==> config.mk <==
export PLATFORM = sky130hd
export DESIGN_NAME = uart_report_seq
export DESIGN_NICKNAME = d
export VERILOG_FILES = /design/src/rtl/uart_report_pkg.sv /design/src/rtl/hex_nib2ascii.sv /design/src/rtl/uart_report_seq.sv
export SDC_FILE = /design/constraint.sdc
export NUM_CORES = 1
export LEC_CHECK = 0
export CAP_MARGIN = 20
export CORE_MARGIN = 2
export CORE_UTILIZATION = 55
export CTS_CLUSTER_SIZE = 25
export DETAILED_ROUTE_END_ITERATION = 7
export GPL_TIMING_DRIVEN = 1
export PLACE_DENSITY = 0.78
export RECOVER_POWER = 100
export SLEW_MARGIN = 30
export SYNTH_ARGS = -nofsm -noshare
export SYNTH_HDL_FRONTEND = slang
export SYNTH_HIERARCHICAL = 1
export SYNTH_SLANG_ARGS = --single-unit
==> constraint.sdc <==
create_clock -name clk -period 3.8 [get_ports clk]
set_input_delay 0.76 -clock clk [delete_from_list [all_inputs] [get_ports clk]]
set_output_delay 0.76 -clock clk [all_outputs]
set_load 0.02 [all_outputs]
==> src/rtl/uart_report_pkg.sv <==
// Shared types and constants for the sensor report framer.
// Frame length depends on UART_REPORT_CHKSUM_EN (checksum bytes before CR/LF).
package uart_report_pkg;

  typedef enum logic [2:0] {
    IDLE,
    START,
    WAIT_HI,
    WAIT_LO,
    NEXT
  } state_e;

  localparam logic [7:0] ASC_COLON = 8'h3A;
  localparam logic [7:0] ASC_CR    = 8'h0D;
  localparam logic [7:0] ASC_LF    = 8'h0A;

  localparam int FRAME_LEN_BASE = 9;
  localparam int FRAME_LEN_CHK  = 11;
  localparam int IDX_W          = 4;

endpackage

==> src/rtl/hex_nib2ascii.sv <==
// Nibble to uppercase ASCII hex digit.
// Purely combinational.
module hex_nib2ascii (
  input  logic [3:0] nib_i,
  output logic [7:0] asc_o
);

  assign asc_o = (nib_i < 4'd10) ? 8'h30 + {4'h0, nib_i}
                                 : 8'h37 + {4'h0, nib_i};

endmodule

==> src/rtl/uart_report_seq.sv <==
// Formats one sensor sample per frame and feeds it bytewise to a uart_tx.
// Optional checksum chars enabled by defining UART_REPORT_CHKSUM_EN.
module uart_report_seq
  import uart_report_pkg::*;
#(
  parameter int         OVR_W    = 8,
  parameter logic [7:0] HDR_CHAR = 8'h53
) (
  input  logic             clk,
  input  logic             rst,
  input  logic             sample_stb,
  input  logic [3:0]       sample_id,
  input  logic [15:0]      sample_data,
  output logic             tx_start,
  output logic [7:0]       tx_data,
  input  logic             tx_busy,
  output logic             frame_busy,
  output logic [OVR_W-1:0] overrun_cnt
);

`ifdef UART_REPORT_CHKSUM_EN
  localparam int FRAME_LEN = FRAME_LEN_CHK;
`else
  localparam int FRAME_LEN = FRAME_LEN_BASE;
`endif
  localparam logic [IDX_W-1:0] LAST_IDX = IDX_W'(FRAME_LEN - 1);

  state_e           state_q;
  logic [IDX_W-1:0] idx_q;
  logic [3:0]       id_q;
  logic [15:0]      data_q;
  logic             pend_v_q;
  logic [3:0]       pend_id_q;
  logic [15:0]      pend_data_q;
  logic [OVR_W-1:0] ovr_q;
  logic             tx_start_q;
  logic [7:0]       tx_data_q;

  logic [IDX_W-1:0] sel;
  logic [7:0]       byte_sel;
  logic [3:0]       nib [5];
  logic [7:0]       asc [5];

  assign nib[0] = id_q;
  assign nib[1] = data_q[15:12];
  assign nib[2] = data_q[11:8];
  assign nib[3] = data_q[7:4];
  assign nib[4] = data_q[3:0];

  for (genvar g = 0; g < 5; g++) begin : g_hex
    hex_nib2ascii u_hex (
      .nib_i (nib[g]),
      .asc_o (asc[g])
    );
  end

`ifdef UART_REPORT_CHKSUM_EN
  logic [7:0] ck;
  logic [7:0] ck_hi;
  logic [7:0] ck_lo;

  assign ck = HDR_CHAR ^ asc[0] ^ ASC_COLON
            ^ asc[1] ^ asc[2] ^ asc[3] ^ asc[4];

  hex_nib2ascii u_ck_hi (
    .nib_i (ck[7:4]),
    .asc_o (ck_hi)
  );

  hex_nib2ascii u_ck_lo (
    .nib_i (ck[3:0]),
    .asc_o (ck_lo)
  );
`endif

  // Byte for the index about to be started (NEXT -> START).
  assign sel = idx_q + IDX_W'(1);

  always_comb begin
    byte_sel = 8'h00;
    case (sel)
      4'd0: byte_sel = HDR_CHAR;
      4'd1: byte_sel = asc[0];
      4'd2: byte_sel = ASC_COLON;
      4'd3: byte_sel = asc[1];
      4'd4: byte_sel = asc[2];
      4'd5: byte_sel = asc[3];
      4'd6: byte_sel = asc[4];
`ifdef UART_REPORT_CHKSUM_EN
      4'd7:  byte_sel = ck_hi;
      4'd8:  byte_sel = ck_lo;
      4'd9:  byte_sel = ASC_CR;
      4'd10: byte_sel = ASC_LF;
`else
      4'd7: byte_sel = ASC_CR;
      4'd8: byte_sel = ASC_LF;
`endif
      default: byte_sel = 8'h00;
    endcase
  end

  always_ff @(posedge clk) begin
    if (rst) begin
      state_q     <= IDLE;
      idx_q       <= '0;
      id_q        <= '0;
      data_q      <= '0;
      pend_v_q    <= 1'b0;
      pend_id_q   <= '0;
      pend_data_q <= '0;
      ovr_q       <= '0;
      tx_start_q  <= 1'b0;
      tx_data_q   <= 8'h00;
    end else begin
      tx_start_q <= 1'b0;
      unique case (state_q)
        IDLE: begin
          if (pend_v_q || sample_stb) begin
            id_q       <= pend_v_q ? pend_id_q : sample_id;
            data_q     <= pend_v_q ? pend_data_q : sample_data;
            idx_q      <= '0;
            state_q    <= START;
            tx_start_q <= 1'b1;
            tx_data_q  <= HDR_CHAR;
          end
          // Loading the buffer frees it for a coincident strobe.
          if (pend_v_q) begin
            pend_v_q <= sample_stb;
            if (sample_stb) begin
              pend_id_q   <= sample_id;
              pend_data_q <= sample_data;
            end
          end
        end
        START:   state_q <= WAIT_HI;
        WAIT_HI: if (tx_busy) state_q <= WAIT_LO;
        WAIT_LO: if (!tx_busy) state_q <= NEXT;
        NEXT: begin
          if (idx_q == LAST_IDX) begin
            state_q <= IDLE;
          end else begin
            idx_q      <= sel;
            state_q    <= START;
            tx_start_q <= 1'b1;
            tx_data_q  <= byte_sel;
          end
        end
        default: state_q <= IDLE;
      endcase
      if (state_q != IDLE && sample_stb) begin
        if (!pend_v_q) begin
          pend_v_q    <= 1'b1;
          pend_id_q   <= sample_id;
          pend_data_q <= sample_data;
        end else if (ovr_q != '1) begin
          ovr_q <= ovr_q + OVR_W'(1);
        end
      end
    end
  end

  assign tx_start    = tx_start_q;
  assign tx_data     = tx_data_q;
  assign overrun_cnt = ovr_q;
  assign frame_busy  = (state_q != IDLE) || pend_v_q;

endmodule

==> results.md <==
* RD Place Congestion at between 0.9 and 1
* Slowest CP cell: clkbuf_1
* # DRC at 0
* Syn nets at roughly 490
* R2R setup slack at 1010 ps
* FF/Latch Area at between 1000 and 1500 um^2
* # IOs at 42
* Area of the multi-input gates at about 2300 um^2
* H-tree levels at 3
* Seq/Total Area, Yosys at roughly 33%
* Layout cells sized above 1 at under 10%
* Largest net degree at the start of global routing at 67
* Pre-antenna DRT Iters at 6
* Hold path depth at 2
* Num rows at 30
* Total negative slack at 0 ps
* Die Y-Extent at 88.5 um
* Max Transition Viols Final at slightly above 40
* Post-synth EDFFs at 0
* P&R area growth vs syn at 13.5%
* Final Hold Violating Endpoints at 0
* Tmin final at about 2800 ps
* FF-to-FF path depth at 6
* Fill count at 590
* Max-slew headroom at -2.01%
* Crit path buf inv count at 2
* Commonest non-fill, non-tap cell in the layout: dfxtp_1
* Max clock buf depth at 2
* CP max stage delay at roughly 1100 ps
* Critical path peak fanout at 40
* Post-synthesis cell count at between 400 and 500
* Core box area at roughly 6800 um^2
* Setup violations, final at 0
* Fmax at 351 MHz
* Mux share of post-synthesis cell area at between 10% and 20%
* Global Route Usage Sum at about a quarter
* Post-CTS setup buffers at 0
* Critical path's top delay family: buffers and inverters
* Clock root cell: clkbuf_8
* HP Class: reg2reg
* Syn Area/Cell at slightly below 9 um^2
* Antenna-violating nets left at 0
* Estimated wirelength of the detail-placed design at about 6.0 mm
* Die area at approximately 8000 um^2
* Ant diodes at 0
* XOR/XNOR Fraction of Synth Area at roughly 3.1%
* Via density at ~5.8
* Crit path kind: in2reg
* Worst setup EP type: register
* GRT overflow at 0
* DR iter-0 viols at between 200 and 250
* Synth cell types at 63
* Post-synthesis compound-gate area fraction at 20.4%
* Fin cells at roughly 580
* Largest family of logic cells by synthesized area: compound AO/OA/AOI/OAI gates
* Initial core utilization at between 50% and 60%
* Hold_buf cts at 0
* Maximum VDD drop at approximately 0.35 mV
* Vias at approximately 3300
* Synth Area in Adders at 3.83%
* CP cell instances: dlygate4sd3_1 > nor2_1 > nor2_2 > clkbuf_1 > nor2_1 > a211oi_1
* Setup repair after global routing missed its margin: no
* Max Cap Viol at 1
* Post-Synth Simple-Gate Area at a little under a fifth
* Initial antenna violation count at 0
* First-pass GRT wire length at 14.5 mm
* Nets@finish at 510
* Most frequent cells in the layout: dfxtp_1 (65), nor2_1 (61), mux2i_1 (48)
* Warnings from Yosys at 6
* DR WL/cell at roughly 15 um
* CP arrival at 3100 ps
* I/O Buffers at a little over 40
* Required @ worst endpoint at approximately 4100 ps
* Final core area utilization at between 60 and 70%
* Worst slew pin tran at about 1500 ps
* Crit share post-route at roughly three quarters
* Mapped cell area at about 3900 um^2
* Worst hold start: tx_data[7]
* Ys async rst share at 0%
* Final Skew at ~6 ps
* Hold EP: tx_data[7]
* Most used cell, CP: nor2_1
* Die X at slightly below 90 um
* Main synth FF type: dfxtp_1
* CTS resizes at 0
* Cts bufs inserted at 9
* Sink Count at 65
* CTS tree: built
* Leak at roughly 1.7 nW
* Failing checks: max-capacitance violations, max-slew violations
* Final wirelength at ~8.7 mm
* PD cells at about 480 nW/um^2
* Synth Register Bits at 65
* Startpoint Class: input pin
* Worst skew pair latency at approximately 340 ps
* Worst-path clk slew at roughly 70 ps
* Placed cells at about 560
* Status: finished, violations left
* Number of global-route vias before repair at just over 3000
* FF-to-FF Start: idx_q[0]
* Capturing point of the worst reg2reg path: tx_data[1]
==> final cells by class <==
cell class / instances / share of cell area, %
multi-input combinational: 339 / 51.9
clock buffer: 10 / 2.87
clock inverter: 6 / 2.59
tap: 96 / 2.70
inverter: 16 / 1.35
timing repair buffer: 43 / 9.42
sequential: 65 / 29.2
==> per-stage QoR <==
step / hold WS [ps] / setup WS (ps) / area [um^2] / total power [mW]
2_1_floorplan: 458 / 1860 / 3920 / 1.29
3_3_place_gp: 446 / 1190 / 4270 / 1.40
3_5_place_dp: 448 / 1220 / 4270 / 1.42
4_1_cts: 458 / 1090 / 4520 / 2.15
5_1_grt: 501 / 640 / 4450 / 2.24
6_report: 454 / 950 / 4450 / 2.12
==> routing by layer <==
layer  routed length [um]  up-vias  track usage (%)  part of all wire (%)
li1                     -     1671                -                     -
met1                 4130     1570             33.4                    47
met2                 3980       89             36.4                    46
met3                  426       18             6.25                   4.9
met4                  176        0             7.58                   2.0
met5                    0        -                0                     0
==> power by group <==
part	switching [mW]	leakage [nW]	total, mW	internal [mW]
Sequential	0.0915	0.533	0.856	0.764
Clock	0.282	0.117	0.721	0.439
Combinational	0.293	1.05	0.540	0.247
==> worst max path at each step <==
stage / start / slack (ps) / depth (start not counted) / endpoint
after floorplan: idx_q[0] / 1860 / 8 / tx_data[3]
after global placement: idx_q[0] / 1190 / 6 / tx_data[1]
after detailed placement: sample_stb / 1220 / 6 / tx_data[2]
after CTS: state_q[1] / 1090 / 3 / frame_busy
after global routing: sample_stb / 640 / 6 / data_q[14]
final: sample_stb / 950 / 6 / data_q[7]
==> cells in the mapped netlist, types with 11 or more instances <==
| library cell | n | area [um^2] |
|---|---|---|
| mux2i_1 | 48 | 480 |
| a22oi_1 | 11 | 82.6 |
| nor2b_1 | 13 | 81.3 |
| nand3_1 | 13 | 65.1 |
| o21ai_0 | 12 | 60.1 |
| nand2_1 | 14 | 52.6 |
| dfxtp_1 | 65 | 1300 |
| inv_1 | 16 | 60.1 |
| clkbuf_1 | 14 | 52.6 |
| nor2_1 | 62 | 233 |
| ha_1 | 12 | 150 |
| xnor2_1 | 11 | 96.3 |
| a211oi_1 | 26 | 195 |
| a21oi_1 | 20 | 100 |
==> sequential cells by signal, summed over array words and instances, names as in the netlist <==
name / cells
data_q: 16
idx_q: 4
state_q: 3
pend_data_q: 16
tx_data: 8
pend_id_q: 4
overrun_cnt: 8
pend_v_q: 1
tx_start: 1
id_q: 4
==> logic make-up (layout without fill, tap and decap cells) <==
logic type      after synthesis  after routing
other cells                   5              5
mux                          54             54
compound gates              112            112
simple gates                143            143
flops                        65             65
xor+xnor                     13             13
buf+inv                      48             75
fa+ha+maj                    12             12
==> worst register-to-register path: cells and delay by family, from the launching register on <==
| family | cells | cell delay (ps) |
|---|---|---|
| and+or+nand+nor | 2 | 660 |
| AOI/OAI and AO/OA | 3 | 550 |
| DFF | 1 | 510 |
| adders and majority gates | 1 | 980 |
Power figures use the tool's default switching activity.
